### config.mk
export PLATFORM = sky130hd
export DESIGN_NAME = div32_seq
export DESIGN_NICKNAME = d
export VERILOG_FILES = /design/src/rtl/div32_seq.sv
export SDC_FILE = /design/constraint.sdc
export NUM_CORES = 1
export LEC_CHECK = 0
export CAP_MARGIN = 30
export CORE_MARGIN = 1.5
export CORE_UTILIZATION = 33
export DETAILED_ROUTE_END_ITERATION = 7
export PLACE_DENSITY = 0.5
export REMOVE_ABC_BUFFERS = 1
export SYNTH_ARGS = -nofsm -noshare
export SYNTH_HDL_FRONTEND = slang
export SYNTH_SLANG_ARGS = --single-unit
### constraint.sdc
create_clock -name clock -period 4.7 [get_ports clock]
set_clock_uncertainty 0.1 [all_clocks]
set_input_delay 0.705 -clock clock [delete_from_list [all_inputs] [get_ports clock]]
set_output_delay 0.705 -clock clock [all_outputs]
set_load 0.03 [all_outputs]
### src/rtl/div32_seq.sv
// div32_seq: multicycle signed integer divider for the execute stage.
// Restoring radix-2 shift-subtract on operand magnitudes, then a sign fix-up.
// A start in IDLE takes 34 edges for a normal divide, or 1 edge when the
// divisor is zero or the divide overflows.
//
// Ports:
//   clock          rising-edge clock
//   resetn         synchronous active-low reset
//   ctrl_DIV       start request, accepted only in IDLE
//   data_operandA  dividend, two's complement
//   data_operandB  divisor, two's complement
//   data_result    quotient truncated toward zero; held until the next completion
//   data_exception divide-by-zero / overflow flag for the last operation
//   data_resultRDY one-cycle completion strobe
//   busy           high while an operation is in RUN or FIX
module div32_seq #(
  parameter int WIDTH = 32,
  parameter int CNT_W = 6
) (
  input  logic             clock,
  input  logic             resetn,
  input  logic             ctrl_DIV,
  input  logic [WIDTH-1:0] data_operandA,
  input  logic [WIDTH-1:0] data_operandB,
  output logic [WIDTH-1:0] data_result,
  output logic             data_exception,
  output logic             data_resultRDY,
  output logic             busy
);

  typedef enum logic [1:0] {
    S_IDLE = 2'd0,
    S_RUN  = 2'd1,
    S_FIX  = 2'd2,
    S_DONE = 2'd3
  } state_t;

  localparam logic [WIDTH-1:0] ONE_W    = {{(WIDTH-1){1'b0}}, 1'b1};
  localparam logic [WIDTH-1:0] MIN_NEG  = {1'b1, {(WIDTH-1){1'b0}}};
  localparam logic [WIDTH-1:0] ALL_ONES = {WIDTH{1'b1}};
  localparam logic [CNT_W-1:0] CNT_LAST = CNT_W'(WIDTH - 1);
  localparam logic [CNT_W-1:0] CNT_ONE  = {{(CNT_W-1){1'b0}}, 1'b1};

  // Unsigned magnitude; the most negative value maps onto itself, which is
  // the correct unsigned magnitude.
  function automatic logic [WIDTH-1:0] abs_val(input logic [WIDTH-1:0] x);
    if (x[WIDTH-1]) begin
      abs_val = ~x + ONE_W;
    end else begin
      abs_val = x;
    end
  endfunction

  state_t           state_q, state_d;
  // Remainder carries one spare top bit so the trial subtraction uses every bit.
  logic [WIDTH:0]   rem_q, rem_d;
  logic [WIDTH-1:0] quo_q, quo_d;
  logic [WIDTH-1:0] absb_q, absb_d;
  logic             sign_a_q, sign_a_d;
  logic             sign_b_q, sign_b_d;
  logic [CNT_W-1:0] cnt_q, cnt_d;
  logic [WIDTH-1:0] result_q, result_d;
  logic             exc_q, exc_d;
  logic             rdy_q, rdy_d;
  logic             busy_q, busy_d;

  logic [WIDTH+1:0] rem_sh;
  logic [WIDTH+1:0] trial;

  // Next-state, datapath iteration and output computation.
  always_comb begin
    state_d  = state_q;
    rem_d    = rem_q;
    quo_d    = quo_q;
    absb_d   = absb_q;
    sign_a_d = sign_a_q;
    sign_b_d = sign_b_q;
    cnt_d    = cnt_q;
    result_d = result_q;
    exc_d    = exc_q;
    rdy_d    = 1'b0;

    // {rem,q} shifted left by one; top bit of trial is the borrow/sign.
    rem_sh = {rem_q, quo_q[WIDTH-1]};
    trial  = rem_sh - {2'b00, absb_q};

    case (state_q)
      S_IDLE: begin
        if (ctrl_DIV) begin
          sign_a_d = data_operandA[WIDTH-1];
          sign_b_d = data_operandB[WIDTH-1];
          absb_d   = abs_val(data_operandB);
          if (data_operandB == {WIDTH{1'b0}}) begin
            result_d = {WIDTH{1'b0}};
            exc_d    = 1'b1;
            rdy_d    = 1'b1;
            state_d  = S_DONE;
          end else if ((data_operandA == MIN_NEG) && (data_operandB == ALL_ONES)) begin
            result_d = MIN_NEG;
            exc_d    = 1'b1;
            rdy_d    = 1'b1;
            state_d  = S_DONE;
          end else begin
            quo_d   = abs_val(data_operandA);
            rem_d   = {(WIDTH+1){1'b0}};
            cnt_d   = {CNT_W{1'b0}};
            state_d = S_RUN;
          end
        end else begin
          state_d = S_IDLE;
        end
      end
      S_RUN: begin
        if (!trial[WIDTH+1]) begin
          rem_d = trial[WIDTH:0];
          quo_d = {quo_q[WIDTH-2:0], 1'b1};
        end else begin
          rem_d = rem_sh[WIDTH:0];
          quo_d = {quo_q[WIDTH-2:0], 1'b0};
        end
        cnt_d = cnt_q + CNT_ONE;
        if (cnt_q == CNT_LAST) begin
          state_d = S_FIX;
        end else begin
          state_d = S_RUN;
        end
      end
      S_FIX: begin
        if (sign_a_q ^ sign_b_q) begin
          result_d = ~quo_q + ONE_W;
        end else begin
          result_d = quo_q;
        end
        exc_d   = 1'b0;
        rdy_d   = 1'b1;
        state_d = S_DONE;
      end
      S_DONE: begin
        state_d = S_IDLE;
      end
      default: begin
        state_d = S_IDLE;
      end
    endcase

    busy_d = (state_d == S_RUN) || (state_d == S_FIX);
  end

  // State and output registers with synchronous active-low reset.
  always_ff @(posedge clock) begin
    if (!resetn) begin
      state_q  <= S_IDLE;
      rem_q    <= {(WIDTH+1){1'b0}};
      quo_q    <= {WIDTH{1'b0}};
      absb_q   <= {WIDTH{1'b0}};
      sign_a_q <= 1'b0;
      sign_b_q <= 1'b0;
      cnt_q    <= {CNT_W{1'b0}};
      result_q <= {WIDTH{1'b0}};
      exc_q    <= 1'b0;
      rdy_q    <= 1'b0;
      busy_q   <= 1'b0;
    end else begin
      state_q  <= state_d;
      rem_q    <= rem_d;
      quo_q    <= quo_d;
      absb_q   <= absb_d;
      sign_a_q <= sign_a_d;
      sign_b_q <= sign_b_d;
      cnt_q    <= cnt_d;
      result_q <= result_d;
      exc_q    <= exc_d;
      rdy_q    <= rdy_d;
      busy_q   <= busy_d;
    end
  end

  assign data_result    = result_q;
  assign data_exception = exc_q;
  assign data_resultRDY = rdy_q;
  assign busy           = busy_q;

endmodule

# Yosys cells after proc, flatten, opt, wreduce, memory -nomap -nowiden
# Cells that the tools add are included.
totals:
  reg_bits: 142
  inputBits: 67
  out_inout_bits: 35
  wordCells: 75
op_classes:
  add_sub_neg: 5
  eq_ne: 12
  n_mux: 34
  bitwise_logic: 4
  n_reduce_logical: 9
op_table:
  columns: ["operator", "count"]
  rows:
  - ["2-to-1 mux 32 bit", 9]
  - ["2-to-1 mux 33 bit", 4]
  - ["one-hot mux 32 bit (2 select lines)", 2]
  - ["adder 32 x 1 -> 32 bit, second input constant", 3]
  - ["inverter 32 bit", 3]
  - ["one-hot mux 33 bit (2 select lines)", 1]
  - ["equality test 32 bit, second input constant", 2]
  - ["subtractor 34 x 32 -> 34 bit", 1]
  - ["logical NOT 32 bit", 1]
  - ["2-to-1 mux 6 bit", 3]
  - ["one-hot mux 6 bit (2 select lines)", 1]
  - ["2-to-1 mux 2 bit", 4]
  - ["one-hot mux 2 bit (4 select lines)", 1]
  - ["2-to-1 mux 1 bit", 7]
  - ["adder 6 x 1 -> 6 bit, second input constant", 1]
  - ["equality test 2 bit, second input constant", 3]
  - ["equality test 6 x 5 -> 1 bit, second input constant", 1]
  - ["!= test 2 bit, second input constant", 3]
  - ["equality test 2 x 1 -> 1 bit, second input constant", 2]
  - ["one-hot mux 1 bit (2 select lines)", 2]
  - ["AND reduction 4 bit", 1]
  - ["nonzero test 2 bit", 2]
  - ["!= test 3 bit, second input constant", 1]
  - ["AND reduction 3 bit", 1]
  - ["5 further kinds", 5]

# Longest topological paths before layout
# Gate-level depths: netlist (run 1).
logic_depth:
  depth_word: 8
  ltp_mapped: 12
  depth_no_buf: 12

# Worst setup path after synthesis (run 1)
# Ideal clock, no wire load.
synth_timing:
  path_kind: "input port to flip-flop"
  startpoint: "input port data_operandA[17]"
  endpoint: "register cnt_q[5]"
  setup_time_ns: 0.129
  arrival_time_ns: 2.975
  required_time_ns: 4.471
  slack_ns: 1.496
  stages: 10
  n_path_buf: 1
  path_cell_list: "or4_1 or2_1 or4_4 o32ai_4 or2_1 buf_4 nand2_1 nand4_1 xor2_1 nor2_1"
synth_between:
  elab_chain_len: 4
synth_lines:
  columns: ["element", "line", "source"]
  rows:
  - ["start: declaration", "23", "input logic [WIDTH-1:0] data_operandA,"]
  - ["equality test 32 bit", "98", "end else if ((data_operandA == MIN_NEG) && (data_operandB == ALL_ONES)) begin"]
  - ["logical AND 1 bit", "98", null]
  - ["!= test 2 bit (no line)", null, null]
  - ["AND reduction 4 bit (no line)", null, null]
  - ["end signal: assignment", "158", "cnt_q <= {CNT_W{1'b0}};"]
  - ["end signal: assignment", "170", "cnt_q <= cnt_d;"]
  - ["end: declaration", "61", "logic [CNT_W-1:0] cnt_q, cnt_d;"]
# No other way between the ends.
# A chain may end at the register's enable or synchronous reset.

# Worst setup path after layout (run 1)
layout_timing:
  startpoint: "input port data_operandA[18]"
  endpoint: "register quo_q[18]"
layout_between:
  elab_chain_len: 7
  elab_cells_between_ends: 11
  cone_classes: "1 x add/sub; 2 x eq/ne; 5 x mux; 1 x bitwise; 2 x reduce/logical"
layout_lines:
  columns: ["element", "line", "source"]
  rows:
  - ["inverter 32 bit", "48", "abs_val = ~x + ONE_W;"]
  - ["adder 32 x 1 -> 32 bit", "48", null]
  - ["2-to-1 mux 32 bit", "47", "if (x[WIDTH-1]) begin"]
  - ["2-to-1 mux 32 bit", "98", null]
  - ["2-to-1 mux 32 bit", "93", "if (data_operandB == {WIDTH{1'b0}}) begin"]
  - ["2-to-1 mux 32 bit", "89", "if (ctrl_DIV) begin"]
  - ["one-hot mux 32 bit (2 select lines)", "87", "case (state_q)"]
  - ["end signal: assignment", "154", "quo_q <= {WIDTH{1'b0}};"]
  - ["end signal: assignment", "166", "quo_q <= quo_d;"]
  - ["end: declaration", "57", "logic [WIDTH-1:0] quo_q, quo_d;"]
# Parallel ways exist; a longest one is shown, timed or not. The select of a mux whose other input is x is not followed.

==> results by stage, run 1 <==
Floorplanning:
- The overall die area is 28400 um^2.
- The floorplan step set the die width to 169 um.
- During I/O placement, the number of pins put on the boundary was 102.
- Row generation in the floorplan step produced 60 rows.
- The core outline area is 27000 um^2.
- The height of the die is 169 um.
- The starting density of the core is 33.6%.

Power:
- Dividing total power by cell area gives a power density of 578 nW/um^2.
- The leakage power total is 4.34 nW.
- Power comes to 6.38 mW.
- The worst ir drop on vdd is 0.277 mV.

Timing:
- The count of final setup violators is 0.
- The maximum clock frequency is 274 MHz.
- After layout, the worst path uses 77.5% of the clock period.
- The minimum setup slack in the final design is 1.06 ns.
- Setup repair after global routing left no endpoint under its margin.
- Measured against its own limit, the worst slew margin works out to 34.0%.
- The accumulated negative setup slack is 0 ns.
- For the pin with the worst max-slew slack, the measured transition is 0.989 ns.
- The routed design could run at a clock period as short as 3.64 ns.
- The final number of max-transition violations is 0.
- The count of endpoints failing hold in the final timing report was 0.

Clock tree:
- In this run, CTS created clock tree buffers numbering 17.
- For this design, the CTS-stage hold fixing added 0 buffers.
- At the later pin of the worst-skew pair, clock insertion delay measures 0.42 ns.
- The clock net sink count is 142.
- The CTS H-tree depth is 4.
- The post-CTS setup buffer count is 0.
- TritonCTS built the clock tree.
- The CTS clock-pin slew for the worst setup and hold paths is 0.07 ns.
- In this run the deepest clock path goes through 2 buffers.
- The number of gates resized after CTS is 0.
- The root buffer selected by CTS is sky130_fd_sc_hd__clkbuf_16.

Worst setup path:
- For this run, the slowest stage of the critical path takes 0.56 ns.
- The most critical setup path has its startpoint at data_operandA[18].
- The worst path arrival time is 3.80 ns.
- In this run the register-to-register setup slack is 1.29 ns.
- In this run the critical register-to-register path is captured at data_result[31].
- By startpoint and endpoint, the worst setup path is classified as in2reg.
- The signal on the critical path passes through clkdlybuf4s50_1, or4_1, or2_1, or4_4, o32ai_4, nor2_1, nand3_1, o221ai_1.
- The endpoint type of the worst setup path is a flop.
- The required arrival time at the worst endpoint is 4.86 ns.
- The type of element launching the critical path is a primary input.
- Of all nets on the critical path, the largest fanout is 12.
- The worst register-to-register path has a depth of 9.
- The startpoint identified for the worst register-to-register timing path is quo_q[2].
- The cell with the largest stage delay on the worst path is sky130_fd_sc_hd__or4_4.

Detailed routing:
- The total via count after detailed routing is 8399.
- The total iterations of the first detailed-routing run is 5.
- For this block, the initial DRC count from the detailed router was 568.
- The mean number of vias per cell is 5.25.
- In this run the remaining antenna-violating nets after routing total 0.
- Wires add up to 26200 um.
- After detailed routing, the number of remaining DRC violations is 0.
- The detailed-route wire length per cell is 16.3 um.

Logic synthesis:
- The register area share after synthesis is 31.4%.
- Dividing the synthesized area by the synthesized cell count gives 7.80 um^2.
- The dominant cell type by area after synthesis is sky130_fd_sc_hd__dfxtp_1.
- The unique cell type count in the Yosys netlist is 59.
- The async set or reset register ratio after synthesis is 0%.
- The main flop type after synthesis is sky130_fd_sc_hd__dfxtp_1.
- In this run, synthesis produced a sequential element count of 142.
- The cell count after synthesis came out at 1160.
- The synthesized design contains 0 enable-type register cells.
- The cell area after synthesis is 9040 um^2.
- The area share of the largest cell type after synthesis is 31.4%.
- For this run, the number of Yosys warnings is 0.
- By area the synthesized netlist is led by sky130_fd_sc_hd__dfxtp_1 (31%), sky130_fd_sc_hd__xor2_1 (7.8%), sky130_fd_sc_hd__o21ai_0 (7.4%).

Status:
- The run finished with clean final reports.

Cells and area:
- The layout net count is 1352.
- The area added between synthesis and finish is 22.2%.
- The library cells used most frequently in the layout, excluding fill and tap cells, are sky130_fd_sc_hd__nand2_1 (163), sky130_fd_sc_hd__dfxtp_1 (142), sky130_fd_sc_hd__o21ai_0 (133).
- The library cell used most frequently in the layout, excluding fill and tap cells, is sky130_fd_sc_hd__nand2_1.
- The number of inserted filler cells in the final layout is 2814.
- The layout cell share with drive strength beyond 1 is 5.24%.
- The antenna diode instance count is 0.

Min path:
- The type of the worst min-delay path is reg2reg.
- The worst hold path terminates at data_result[11].
- The worst hold path begins at data_result[11].
- The number of cells on the worst hold path is 2.

GRT:
- For this run, the total global-route usage over all layers was measured as 19.1%.
- The number of global-route vias before repair was 8062.
- Entering global routing, the biggest net connects 41 pins.
- The first-pass GRT wire length is 43600 um.
- The number of antenna violations at the first check in global routing was 0.
- Summed over all layers, the global routing overflow is 0.

Job:
- The count of maximum capacitance violations is 0.

Placed design:
- In this run the tool buffered the top-level ports with 101 buffer cells.
- At the placement stage, the worst setup path has a slack of 0.634 ns.
- At the end of routability-driven placement, the weighted congestion stood at 0.822.
- The post-DP HPWL is 19500 um.
==> metrics by stage <==
| stage | utilization (%) | area, um^2 | hold slack [ns] | std cells |
|---|---|---|---|---|
| after floorplan | - | 8820 | 0.346 | 1106 |
| after global placement | 38.8 | 10500 | 0.337 | 1569 |
| after detailed placement | 38.8 | 10500 | 0.342 | 1569 |
| after CTS | 41.0 | 11100 | 0.353 | 1601 |
| after global routing | 41.0 | 11100 | 0.371 | 1601 |
| final | 41.0 | 11100 | 0.349 | 1601 |
==> worst max-delay path by stage <==
| stage | slack, ns | endpoint | cells after the start |
|---|---|---|---|
| 2_1_floorplan | 0.09 | rem_q[21] | 10 |
| 3_3_place_gp | 0.65 | quo_q[18] | 8 |
| 3_5_place_dp | 0.63 | quo_q[18] | 8 |
| 4_1_cts | 1.08 | quo_q[30] | 10 |
| 5_1_grt | 0.80 | quo_q[30] | 10 |
| 6_report | 1.06 | quo_q[18] | 8 |
==> power breakdown <==
part | switching [mW] | total [mW] | leakage, nW | internal (mW)
combinational | 1.94 | 3.46 | 2.89 | 1.52
clock | 0.586 | 1.40 | 0.288 | 0.810
sequential | 0.156 | 1.53 | 1.16 | 1.37
total | 2.68 | 6.38 | 4.34 | 3.70
==> kinds of logic (layout without fill, tap and decap cells) <==
logic type,after synthesis,after routing,share of synthesized area [%]
AO/OA/AOI/OAI,342,342,24.2
XOR/XNOR,126,126,12.2
adder cells (fa/ha/maj),38,38,5.34
buffers and inverters,108,208,4.70
flip-flops,142,142,31.4
multiplexers,23,23,2.55
AND/OR/NAND/NOR,381,381,19.6
==> sequential cells by signal, indices dropped and copies added (netlist names) <==
| register | flops |
|---|---|
| data_resultRDY | 1 |
| cnt_q | 6 |
| absb_q | 32 |
| state_q | 2 |
| sign_b_q | 1 |
| busy | 1 |
| rem_q | 33 |
| sign_a_q | 1 |
| data_exception | 1 |
| quo_q | 32 |
| data_result | 32 |
==> layout make-up <==
cell class	instances	area, um^2	share of cell area, %
Sequential cell	142	2840	25.7
Clock buffer	19	443	4.01
Tap cell	341	427	3.86
Inverter	54	203	1.83
Multi-Input combinational cell	910	5810	52.6
Timing Repair Buffer	122	1180	10.6
Clock inverter	13	153	1.38
==> synthesized netlist by cell type (6+ instances only) <==
cell and count:
sky130_fd_sc_hd__dfxtp_1 142, sky130_fd_sc_hd__nor4_1 14, sky130_fd_sc_hd__clkbuf_1 39, sky130_fd_sc_hd__nand4_1 20, sky130_fd_sc_hd__o211ai_1 8, sky130_fd_sc_hd__a21oi_1 67, sky130_fd_sc_hd__inv_1 54, sky130_fd_sc_hd__ha_1 37
sky130_fd_sc_hd__nand2b_1 10, sky130_fd_sc_hd__nor2b_1 9, sky130_fd_sc_hd__o211a_1 29, sky130_fd_sc_hd__nor3_1 10, sky130_fd_sc_hd__o31ai_1 28, sky130_fd_sc_hd__a21boi_0 6, sky130_fd_sc_hd__xor2_1 81, sky130_fd_sc_hd__or4_1 10
sky130_fd_sc_hd__nand3_1 33, sky130_fd_sc_hd__nand2_1 163, sky130_fd_sc_hd__nor2_1 74, sky130_fd_sc_hd__o41ai_1 14, sky130_fd_sc_hd__xnor2_1 45, sky130_fd_sc_hd__and2_1 10, sky130_fd_sc_hd__mux2i_1 23, sky130_fd_sc_hd__o21ai_0 133
sky130_fd_sc_hd__or3_1 9, sky130_fd_sc_hd__buf_2 10, sky130_fd_sc_hd__a22oi_1 10
==> worst max-delay path, delay by kind of cell <==
family / cells / cell delay [ns]
AND/OR/NAND/NOR: 5 / 2.07
AO/OA/AOI/OAI: 2 / 0.52
buffers and inverters: 1 / 0.50
==> routing by layer <==
layer  global-route usage, %  up-vias  part of all wire [%]
li1                        -     4309                     -
met5                       0        -                     0
met3                    2.24       21                   3.2
met1                    28.5     3904                    53
met2                    28.9      165                    43
met4                    5.20        0                   1.3
(Power assumes the default switching activity.)
==> inputs of run 2 (changes only) <==
- PLACE_DENSITY: 0.5 -> 0.51
- clock period: 4.7 -> 2.93 ns (I/O delays scaled with it)
==> results by stage, run 2 (same netlist as run 1, synthesis figures left out) <==
Detailed routing:
- For this run, design rule violations remaining after detail routing come to 0.
- The mean number of vias per cell is 5.14.
- In this run, the number of DRC markers left after iteration 0 of detailed routing was 535.
- The total iterations of the first detailed-routing run is 5.
- The number of nets with antenna violations after routing is 0.
- For this block, the via count after detailed routing is 9195.
- Dividing the detail-routed wire length by the instance count gives 16.1 um.
- The wire length reported by the detailed router is 28900 um.

Placed design:
- Before CTS, the worst setup slack after placement is -0.632 ns.
- The post-place instance area is 11700 um^2.
- The post-DP HPWL is 20900 um.
- The placer's final routability congestion estimate is 0.882.
- The count of buffers added on input and output ports is 101.

Cells and area:
- The repair_antennas step left the layout with diodes totalling 0.
- The commonest non-fill, non-tap cell in the layout is sky130_fd_sc_hd__buf_4.
- Of the cells placed in the final design, the portion with a size suffix greater than 1 is 21.9%.
- Summing all non-filler instances in the final layout gives an area of 13000 um^2.
- The layout net count is 1541.
- The area of all sequential standard cells is 2850 um^2.
- After filler insertion, the fill cell instance count of the layout stands at 2655.
- In the layout the commonest cells are sky130_fd_sc_hd__buf_4 (197), sky130_fd_sc_hd__nand2_1 (162), sky130_fd_sc_hd__dfxtp_1 (136).
- The largest register by flop count is rem_q.
- In the final layout, the multi-input gates occupy 6240 um^2.
- The area added between synthesis and finish is 43.3%.
- The flip-flop count of the largest register, all copies and words added is 33.

Clock tree:
- The root buffer cell chosen for the clock tree is sky130_fd_sc_hd__clkbuf_16.
- For this design, the CTS-stage hold fixing added 0 buffers.
- The deepest clock path buffer count is 2.
- The CTS H-tree depth is 4.
- The clock latency of the later-clocked register in the worst-skew pair is 0.43 ns.
- The CTS clock-pin slew for the worst setup and hold paths is 0.07 ns.
- Buffers inserted during clock tree synthesis total 17.
- The tree built by TritonCTS fans out to 142 sinks.
- TritonCTS built the clock tree.

Worst setup path:
- In this run the worst setup path begins at quo_q[31].
- In this run the worst path has a maximum fanout of 3.
- The setup path with the least slack is of type reg2reg.
- The required arrival time at the worst endpoint is 3.12 ns.
- The startpoint of the most critical register-to-register path is quo_q[31].
- The worst path arrival time is 3.04 ns.
- The type of element launching the critical path is a flop.
- The endpoint type of the worst setup path is a flop.

GRT:
- The first global-routing pass estimated 46800 um of wire.
- Global routing used 20.6% of the available tracks across all layers.
- The number of antenna violations at the first check in global routing is 0.
- The maximum number of pins on one net before global-route repair is 41.
- The number of global-route vias before repair is 8992.
- For this run the aggregate overflow at the end of global routing stands at 0.

Power:
- Dividing total power by cell area gives a power density of 955 nW/um^2.
- The analysis attributes to cell leakage a power of 5.37 nW.
- The worst ir drop on vdd is 0.743 mV.

Floorplanning:
- The core region is 27000 um^2.
- For this configuration, the core starts out at a cell density of 33.6%.
- The die is 169 um tall.
- 102 I/O pins were placed.
- The overall die area is 28400 um^2.
- The number of placement rows is 60.
- The die span in x is 169 um.

Timing:
- After layout, the worst path uses 97.2% of the clock period.
- The final number of max-transition violations was 0.
- Counting I/O delays and the setup requirement, the final critical path takes 2.85 ns.
- Across all setup checks in the final design, the least slack found is 0.0827 ns.
- The tightest hold margin is 0.254 ns.
- For the pin with the worst max-slew slack, the measured transition is 0.516 ns.
- The count of final setup violators is 0.
- The count of endpoints failing hold in the final timing report is 0.
- Headroom to the max-slew limit came out at 65.2%.
- The maximum clock frequency is 351 MHz.

Job:
- Max-cap violations in this run came to 0.

Min path:
- The source of the worst hold timing path is resetn.
- The min-delay analysis places its worst path in the category in2reg.

Status:
- The run finished with clean final reports.
==> run 2: changes by cell type in the layout (fill, tap and decap cells not counted), sizes merged <==
cell,previous run,this run
bufinv,2,1
inv,61,57
clkinvlp,2,3
clkinv,2,6
clkbuf,19,24
dlygate4sd2,0,3
dlymetal6s2s,0,4
clkdlybuf4s50,100,90
buf,22,209
==> run 2: layer usage <==
metal / share of wire, % / GRT usage [%] / vias to the layer above
met4: 1.7 / 5.40 / 0
met3: 3.3 / 2.48 / 29
met2: 45 / 33.7 / 159
met1: 50 / 28.6 / 4334
met5: 0 / 0 / -
li1: - / - / 4673
==> run 2: power by group <==
group	internal [mW]	switching, mW	total (mW)	leakage (nW)
sequential	2.21	0.270	2.48	1.16
clock	1.17	0.910	2.08	0.264
combinational	3.99	3.83	7.82	3.95
total	7.37	5.01	12.4	5.37
==> run 2: path summary, 6_finish.rpt <==
path,endpoint,slack [ns],cells past startpoint
worst min-delay path,absb_q[31],0.25,2
worst max-delay path,rem_q[32],0.08,12
worst max register to register,rem_q[32],0.08,12
worst min register to register,data_result[11],0.35,2
==> run 2: layout make-up <==
cell class / instances / share of cell area (%)
multi-input combinational: 910 / 48.1
timing repair buffer: 311 / 20.8
tap: 341 / 3.29
sequential: 142 / 22.0
clock buffer: 19 / 3.34
clock inverter: 13 / 0.898
inverter: 54 / 1.56
==> run 2: per-stage QoR <==
stage	instances	total power, mW	util, %	setup TNS [ns]
finish	1790	12.4	48.1	0
global route	1790	13.3	48.1	-0.932
CTS	1777	11.6	46.4	0
detailed placement	1736	8.95	43.5	-60.19
global placement	1736	8.95	43.5	-56.95
floorplan	1106	4.68	-	-70.56
==> run 2: what timing repair did <==
item | CTS | global route
pin swaps | 16 | 25
gates resized for setup | 41 | 73
cloned | 2 | 2
setup buffers | 7 | 11
endpoints found under the setup margin | 103 | 96
==> run 2: worst max-delay path, stage by stage, from the launching register on <==
cell and delay, ns:
sky130_fd_sc_hd__dfxtp_1 0.33, sky130_fd_sc_hd__inv_1 0.08, sky130_fd_sc_hd__ha_2 0.21, sky130_fd_sc_hd__fa_2 0.34
sky130_fd_sc_hd__nand2b_4 0.16, sky130_fd_sc_hd__a21oi_4 0.17, sky130_fd_sc_hd__o211ai_1 0.22, sky130_fd_sc_hd__a22oi_2 0.30
sky130_fd_sc_hd__a311oi_2 0.16, sky130_fd_sc_hd__buf_4 0.17, sky130_fd_sc_hd__o211ai_1 0.19, sky130_fd_sc_hd__xor2_1 0.18
sky130_fd_sc_hd__o21ai_0 0.10
==> inputs of run 3 (changes only) <==
- CORE_UTILIZATION: 33 -> 44
- CTS_BUF_LIST: not set -> sky130_fd_sc_hd__clkbuf_2
- PLACE_DENSITY: 0.51 -> 0.65
==> results by stage, run 3 (same netlist as run 1, synthesis figures left out) <==
Status:
- The flow ran to the end, and the final reports show no timing, DRC or antenna violations.

Cells and area:
- In the layout the commonest cells are sky130_fd_sc_hd__buf_4 (178), sky130_fd_sc_hd__nand2_1 (159), sky130_fd_sc_hd__dfxtp_1 (131).
- The area added between synthesis and finish is 34.9%.
- After filler insertion, the fill cell instance count of the layout stands at 1846.
- After the last flow step, the layout net total stands at 1519.
- More flip-flops sit in one register than any other, and that register is rem_q.
- The layout cell share with drive strength beyond 1 is 19.6%.
- The commonest non-fill, non-tap cell in the layout is sky130_fd_sc_hd__buf_4.
- The flip-flop count of the largest register, all copies and words added is 33.

Placed design:
- Routability-driven placement finished with a final weighted congestion of 0.920.
- Once detailed placement completed, the half-perimeter wirelength came to 19400 um.
- The count of buffers added on input and output ports is 101.

Worst setup path:
- The worst register-to-register path has a depth of 12.
- The required arrival time at the worst endpoint is 3.50 ns.
- The endpoint identified for the worst register-to-register timing path is rem_q[26].
- At the worst endpoint, the arrival time is 3.36 ns.
- The largest fanout on the critical path is 2.
- The endpoint type of the worst setup path is a flop.
- The startpoint of the most critical register-to-register path is absb_q[9].
- The setup slack of the worst register-to-register path is 0.14 ns.
- The critical path is of the reg2reg type.
- STA classifies the critical path startpoint as a flop.

Floorplanning:
- The die span in x is 146 um.
- The overall die area is 21400 um^2.
- The starting density of the core is 44.8%.
- Row generation in the floorplan step produced 52 rows.
- The core region is 20200 um^2.
- The height of the die is 146 um.
- The number of top-level design ports is 102.

Timing:
- On the final layout, the worst hold slack is 0.307 ns.
- The time the final worst path needs with I/O delays and setup is 2.79 ns.
- In this run the tightest slew margin relative to its limit is 37.0%.
- The count of endpoints failing hold in the final timing report came to 0.
- At the pin with the least slew margin, the transition time is 0.938 ns.
- Of the available clock period, the critical path in the final layout requires 95.3%.
- The final number of max-transition violations came to 0.
- The count of final setup violators is 0.
- The maximum clock frequency is 358 MHz.

Min path:
- The number of cells on the worst hold path is 4.
- The worst min-delay path endpoint is absb_q[0].
- The type of the worst min-delay path is in2reg.
- The startpoint identified for the worst hold timing path is data_operandB[0].

GRT:
- The maximum number of pins on one net before global-route repair is 34.
- The number of global-route vias before repair came to 8608.
- The total overflow left after global routing is 0.
- The first-pass GRT wire length is 41700 um.
- Across every metal layer, demand over resource in global routing totals 24.0%.
- The number of antenna violations at the first check in global routing was 1.

Job:
- Max-cap violations in this run came to 0.

Power:
- IR analysis of the VDD net gives a maximum drop of 0.659 mV.
- In this run the static leakage power is 5.06 nW.
- After layout, the design draws a total of 11.2 mW.
- Power spread over the standard cell area amounts to 914 nW/um^2.

Clock tree:
- The H-tree was split into 4 levels.
- The clock net in this run drives a total of 142 sinks.
- The root buffer selected by CTS is sky130_fd_sc_hd__clkbuf_2.
- The CTS clock-pin slew for the worst setup and hold paths is 0.21 ns.
- The clock latency of the later-clocked register in the worst-skew pair is 0.76 ns.
- The TritonCTS clock tree is yes.
- The number of clock buffers added by TritonCTS is 17.
- The deepest clock path buffer count is 2.

Detailed routing:
- The first detailed-routing pass ran for 5 iterations.
- Using the TritonRoute via totals, the vias-per-cell ratio works out to 5.40.
- The number of nets with antenna violations after routing is 0.
- The DRC violations left is 0.
- The first-iteration detailed-routing DRC count is 499.
- Dividing the detail-routed wire length by the instance count gives 15.0 um.
- The wire length reported by the detailed router is 25600 um.
- The total via count after detailed routing is 9165.
-- run 3: changes by cell type in the layout (fill, tap and decap cells not counted), moves of 6 or more --
cell / previous run / this run
sky130_fd_sc_hd__clkdlybuf4s50_1: 90 / 100
sky130_fd_sc_hd__nor4_1: 6 / 12
sky130_fd_sc_hd__clkbuf_16: 19 / 0
sky130_fd_sc_hd__ha_1: 26 / 33
sky130_fd_sc_hd__ha_4: 10 / 4
sky130_fd_sc_hd__clkbuf_2: 3 / 20
sky130_fd_sc_hd__buf_4: 197 / 178
-- run 3: critical path, stage by stage (launching register included) --
cell and delay [ns]:
sky130_fd_sc_hd__dfxtp_1 0.38, sky130_fd_sc_hd__inv_1 0.04, sky130_fd_sc_hd__ha_1 0.28, sky130_fd_sc_hd__a21oi_1 0.22
sky130_fd_sc_hd__o21ai_2 0.10, sky130_fd_sc_hd__a2111oi_2 0.38, sky130_fd_sc_hd__buf_4 0.18, sky130_fd_sc_hd__a22oi_2 0.09
sky130_fd_sc_hd__buf_4 0.17, sky130_fd_sc_hd__a2111oi_1 0.39, sky130_fd_sc_hd__nor3_1 0.12, sky130_fd_sc_hd__xnor2_1 0.13
sky130_fd_sc_hd__o21ai_0 0.14
-- run 3: power by group --
group	leakage, nW	total, mW	internal (mW)	switching [mW]
Combinational	3.75	7.45	3.75	3.70
Clock	0.149	1.25	0.492	0.761
Sequential	1.16	2.45	2.21	0.247
-- run 3: through the flow --
stage | TNS (ns) | cell area [um^2] | util [%] | cells | worst slack, ns
global route | -0.0143 | 12200 | 60.5 | 1698 | -0.0122
global placement | -52.04 | 11600 | 57.4 | 1656 | -0.572
detailed placement | -54.03 | 11600 | 57.4 | 1656 | -0.572
CTS | 0 | 11900 | 59.1 | 1692 | 0.00378
finish | 0 | 12200 | 60.5 | 1698 | 0.136
floorplan | -70.56 | 8820 | - | 1106 | -1.68
-- run 3: area by class of cell --
cell class	count	area (um^2)	share of cell area (%)
Tap cell	270	338	2.77
Inverter	54	203	1.66
Clock inverter	12	160	1.31
Antenna cell	1	2.50	0.0205
Multi-Input combinational cell	911	6060	49.7
Clock buffer	20	100	0.821
Timing Repair Buffer	288	2480	20.3
Sequential cell	142	2860	23.4
-- run 3: worst max path at each step --
| stage | from | to | slack [ns] |
|---|---|---|---|
| final | absb_q[9] | rem_q[26] | 0.14 |
| after global routing | rem_q[0] | rem_q[32] | -0.01 |
| after CTS | quo_q[31] | rem_q[14] | 0.004 |
| after detailed placement | data_operandA[17] | cnt_q[4] | -0.57 |
| after global placement | data_operandA[17] | quo_q[29] | -0.57 |
| after floorplan | absb_q[30] | rem_q[21] | -1.68 |
-- run 3: repair_timing --
| action | CTS | global route |
|---|---|---|
| gates resized for setup | 14 | 55 |
| hold buffers | 1 | 0 |
| hold endpoints to repair | 7 | 0 |
| pin swaps | 4 | 16 |
| setup endpoints to repair | 25 | 39 |
| buffers inserted | 1 | 5 |
| gates cloned | 2 | 0 |
-- run 3: layer usage --
metal / track usage, % / vias up / part of all wire (%)
li1: - / 4652 / -
met1: 31.9 / 4302 / 48
met2: 40.0 / 180 / 47
met3: 3.97 / 31 / 3.6
met4: 7.12 / 0 / 1.6
met5: 0 / - / 0
